[config.mk]
export PLATFORM = sky130hd
export DESIGN_NAME = vec_mac_sequencer
export DESIGN_NICKNAME = d
export VERILOG_FILES = /design/src/rtl/vec_mac_sequencer.sv
export SDC_FILE = /design/constraint.sdc
export NUM_CORES = 1
export LEC_CHECK = 0
export CAP_MARGIN = 30
export CORE_MARGIN = 3
export CORE_UTILIZATION = 44
export DETAILED_ROUTE_END_ITERATION = 7
export HOLD_SLACK_MARGIN = 0.15
export PLACE_DENSITY = 0.73
export REMOVE_ABC_BUFFERS = 1
export SLEW_MARGIN = 20
export SYNTH_ARGS = -nofsm -noshare
export SYNTH_HDL_FRONTEND = slang
export SYNTH_SLANG_ARGS = --single-unit
[constraint.sdc]
create_clock -name clk -period 2.1 [get_ports clk]
set_input_delay 0.42 -clock clk [delete_from_list [all_inputs] [get_ports clk]]
set_output_delay 0.42 -clock clk [all_outputs]
set_load 0.1 [all_outputs]
[src/rtl/vec_mac_sequencer.sv]
// Control sequencer for the 8x8 pipelined vector multiplier: issues VEC_LEN element
// indices with MAC enables, waits out the pipeline latency, then hands the result off.
module vec_mac_sequencer #(
   parameter int VEC_LEN  = 8,
   parameter int IDX_W    = 4,
   parameter int PIPE_LAT = 2
) (
   input  logic             clk,
   input  logic             rstn,
   input  logic             start_valid,
   output logic             start_ready,
   input  logic             abort,
   output logic             idx_en,
   output logic [IDX_W-1:0] idx,
   output logic             mac_clear,
   output logic             mac_en,
   output logic             res_valid,
   input  logic             res_ready,
   output logic             busy
);

   typedef enum logic [1:0] {
      IDLE  = 2'd0,
      RUN   = 2'd1,
      DRAIN = 2'd2,
      DONE  = 2'd3
   } state_t;

   localparam int              CNT_W      = 4;
   localparam logic [IDX_W-1:0] IDX_IDLE  = '1;
   localparam logic [IDX_W-1:0] IDX_LAST  = IDX_W'(VEC_LEN - 1);
   // Clamped so the compare stays legal when PIPE_LAT=0 (DRAIN is then unreachable).
   localparam logic [CNT_W-1:0] DRAIN_LAST = CNT_W'((PIPE_LAT > 0) ? PIPE_LAT - 1 : 0);

   state_t           state;
   state_t           state_nxt;
   logic [CNT_W-1:0] drain_cnt;
   logic [CNT_W-1:0] drain_cnt_nxt;
   logic [IDX_W-1:0] idx_nxt;
   logic             idx_en_nxt;
   logic             mac_clear_nxt;
   logic             mac_en_nxt;
   logic             res_valid_nxt;
   logic             busy_nxt;

   assign start_ready = (state == IDLE);

   always_ff @(posedge clk) begin
      if (!rstn) begin
         state     <= IDLE;
         drain_cnt <= '0;
         idx       <= IDX_IDLE;
         idx_en    <= 1'b0;
         mac_clear <= 1'b0;
         mac_en    <= 1'b0;
         res_valid <= 1'b0;
         busy      <= 1'b0;
      end else begin
         state     <= state_nxt;
         drain_cnt <= drain_cnt_nxt;
         idx       <= idx_nxt;
         idx_en    <= idx_en_nxt;
         mac_clear <= mac_clear_nxt;
         mac_en    <= mac_en_nxt;
         res_valid <= res_valid_nxt;
         busy      <= busy_nxt;
      end
   end

   always_comb begin
      state_nxt = state;
      unique case (state)
         IDLE:    if (start_valid) state_nxt = RUN;
         RUN:     if (idx == IDX_LAST) state_nxt = (PIPE_LAT > 0) ? DRAIN : DONE;
         DRAIN:   if (drain_cnt == DRAIN_LAST) state_nxt = DONE;
         DONE:    if (res_ready) state_nxt = IDLE;
         default: state_nxt = IDLE;
      endcase
      if (abort) state_nxt = IDLE;
   end

   // Outputs are precomputed from the upcoming state so they appear registered.
   always_comb begin
      idx_nxt       = IDX_IDLE;
      idx_en_nxt    = 1'b0;
      mac_clear_nxt = 1'b0;
      mac_en_nxt    = 1'b0;
      drain_cnt_nxt = '0;
      if (state_nxt == RUN) begin
         idx_en_nxt = 1'b1;
         mac_en_nxt = 1'b1;
         if (state == RUN) begin
            idx_nxt = idx + IDX_W'(1);
         end else begin
            idx_nxt       = '0;
            mac_clear_nxt = 1'b1;
         end
      end
      if ((state == DRAIN) && (state_nxt == DRAIN)) drain_cnt_nxt = drain_cnt + CNT_W'(1);
      res_valid_nxt = (state_nxt == DONE);
      busy_nxt      = (state_nxt != IDLE);
   end

endmodule
==> results.txt <==
Class of the worst hold path - reg -> reg
Total via count in the routed design - 429
Warnings, synthesis - 0
Number of maximum-capacitance constraint violations - 0
Gpl congestion - 0.7606
Drt via density - 4.988
Setup violators final - 0
Post-synthesis adder-cell area fraction - 6.579%
Clk_lat worst skew - 0.27 ns
Leading cell types by total area after synthesis - dfxtp_1 49%, ha_1 6.6%, nor2_1 5.3%, a211oi_4 3.5%, xnor2_1 3.1%
Number of flops mapped to enable cells by yosys - 0
Clk pin slew, worst setup/hold paths - 0.08 ns
Number of global-route vias before repair - 402
Number of synthesized register bits - 14
Synthesis-to-layout area growth - 28.07%
Starting DRC count in detailed routing - 6
Endpoint class of the critical path - flip-flop
Compound-gate portion of the synthesized area - 14.04%
Post CTS Setup Buffer Count - 0
WP data arrival - 1.76 ns
Deepest clock path buffer count - 2
CP max FO - 6
DPL Wire Length - 803.9 microns
Sequential share of the synthesized area - 49.12%
Full die area - 1765 sq um
Post-layout min period - 1.605 ns
Top cell type by total area after synthesis - dfxtp_1
Die X-Extent - 42.01 microns
Max Clock Freq - 623.1 MHz
Maximum vdd drop - 430.3 uV
Fill count - 104
Post-Synthesis Cells - 56
CTS tree - done
CP Class - reg -> reg
Fraction of synthesized cell area in xor and xnor cells - 6.140%
Post-detailed-route wirelength per cell - 11.97 microns
Fraction of the mapped netlist area in simple logic gates - 20.18%
Nature of the critical path startpoint - flip-flop
Pwr dens - 748.0 nW/um^2
Setup total negative slack - 0 ns
Required time of the critical path - 2.25 ns
Top-level I/O count - 15
Run status - completed
Distinct cell type count after synthesis - 22
Largest net degree at the start of global routing - 9
Vertical die dimension - 42.01 microns
Final setup slack of the worst path - 0.4951 ns
Number of remaining DRC errors - 0
Worst reg2reg startpoint - idx[0]
Length of the first detailed-routing pass in iterations - 4
Wire length after detailed routing - 1029 microns
Number of buffers added by the clock tree synthesis step - 3
Worst setup path start - idx[0]
Least-Margin Pin Slew - 0.4500 ns
Ys async rst share - 0%
Syn Std Cell Area - 570.5 sq um
Overall Global Routing Usage - 12.78%
Ant. Diodes - 0
Most used flip-flop cell after synthesis - dfxtp_1
Remaining global-route overflow - 0
Count leader, synth - dfxtp_1
Final clock skew - 0.001400 ns
Dominant combinational cell family by area after synthesis - simple AND/OR/NAND/NOR gates
Tcrit/Tclk final - 76.43%
Number of placement rows - 12
Number of pins exceeding their max-slew limit in the final report - 0
Sink count of the clock tree - 14
Multiplexer area fraction after synthesis - 0%
Top cell type's share of synthesized area - 49.12%
Remaining max-slew budget at the tightest pin - 69.95%
Unrepaired setup endpoints after global routing - false
Hold Path Origin - drain_cnt[0]
Cts-stage hold buffer count - 0
Static Leak - 0.0003093 uW
Worst setup slack before clock tree synthesis - 0.3001 ns
Core Region - 1156 sq um
Global-route wire length before repair - 1683 microns
Fin. Hold Viols - 0
Antenna violations before repair - 0
Share of post-route cells with drive strength above 1 - 23.61%
CTS H-tree depth - 1
Net total in the final layout - 82
Starting density of the core - 49.35%
Clock tree root driver cell - clkbuf_4
List of most frequent post-synthesis cells - 14 x dfxtp_1, 8 x nor2_1, 4 x inv_1
Count of cells resized by post-cts repair - 0
Mean area per synthesized cell - 10.19 sq um
Port Buffers - 14
Count of nets left with antenna violations after detail routing - 0
worst max-delay path, stage by stage (launching register included):
cell and delay (ns):
dfxtp_1 0.34, ha_1 0.23, and3b_1 0.21, o22a_1 0.26, a211oi_4 0.33, o21ai_0 0.12
report_power, final:
part / internal [uW] / switching (uW)
sequential: 273 / 6.56
clock: 66.5 / 80.4
combinational: 32.8 / 87.1
metrics by stage:
stage | total power (uW) | instances | instance area (sq um) | util [%] | hold WS [ns]
detailed placement | 406.1 | 83 | 708.2 | 61.26 | 0.4608
finish | 546.6 | 86 | 730.7 | 63.20 | 0.4694
CTS | 548.5 | 86 | 730.7 | 63.20 | 0.4784
global route | 567.1 | 86 | 730.7 | 63.20 | 0.5154
floorplan | 374.4 | 55 | 563.0 | - | 0.4334
global placement | 405.4 | 83 | 708.2 | 61.26 | 0.4523
state kept, by name, indices dropped and copies added (netlist names):
| register | flops |
|---|---|
| busy | 1 |
| drain_cnt | 4 |
| idx | 4 |
| mac_clear | 1 |
| mac_en | 1 |
| res_valid | 1 |
| state | 2 |
area by class of cell:
type	count	area, sq um	area share, %
clock buffer	3	22.52	3.082
tap	14	17.52	2.397
timing repair buffer	14	127.6	17.47
sequential	14	280.3	38.36
multi-input combinational	37	267.8	36.64
inverter	4	15.01	2.055
final timing paths:
| path | to | slack [ns] | cells past startpoint |
|---|---|---|---|
| setup / recovery | idx[0] | 0.50 | 5 |
| hold / removal | drain_cnt[0] | 0.47 | 1 |
| setup reg to reg | idx[0] | 0.50 | 5 |
| hold reg to reg | drain_cnt[0] | 0.47 | 1 |
metal layers:
layer	up-vias	part of all wire (%)	wire (microns)	track usage [%]
met3	5	7.4	76	3.433
met4	0	2.8	29	9.317
met1	190	45	466	15.57
met5	-	0	0	0
li1	221	-	-	-
met2	13	44	456	19.14
placed cells by master, fill, tap and decap left out, drive strengths merged:
master,instances
xnor2,2
clkdlybuf4s50,4
a32o,1
xor2,2
nor2,8
ha,3
o311ai,1
o21ai,5
nand2,3
or2b,1
nor3b,1
dfxtp,14
and3b,1
buf,10
and2,2
a211oi,1
inv,4
and4bb,1
nor4b,1
nand3,3
o22a,1
clkbuf,3
logic make-up (layout without fill, tap and decap cells):
family,after synthesis,in the layout
AO/OA/AOI/OAI,9,9
buffers and inverters,5,21
adder cells (fa/ha/maj),3,3
XOR/XNOR,4,4
flip-flops,14,14
AND/OR/NAND/NOR,21,21
Power figures use the tool's default switching activity.
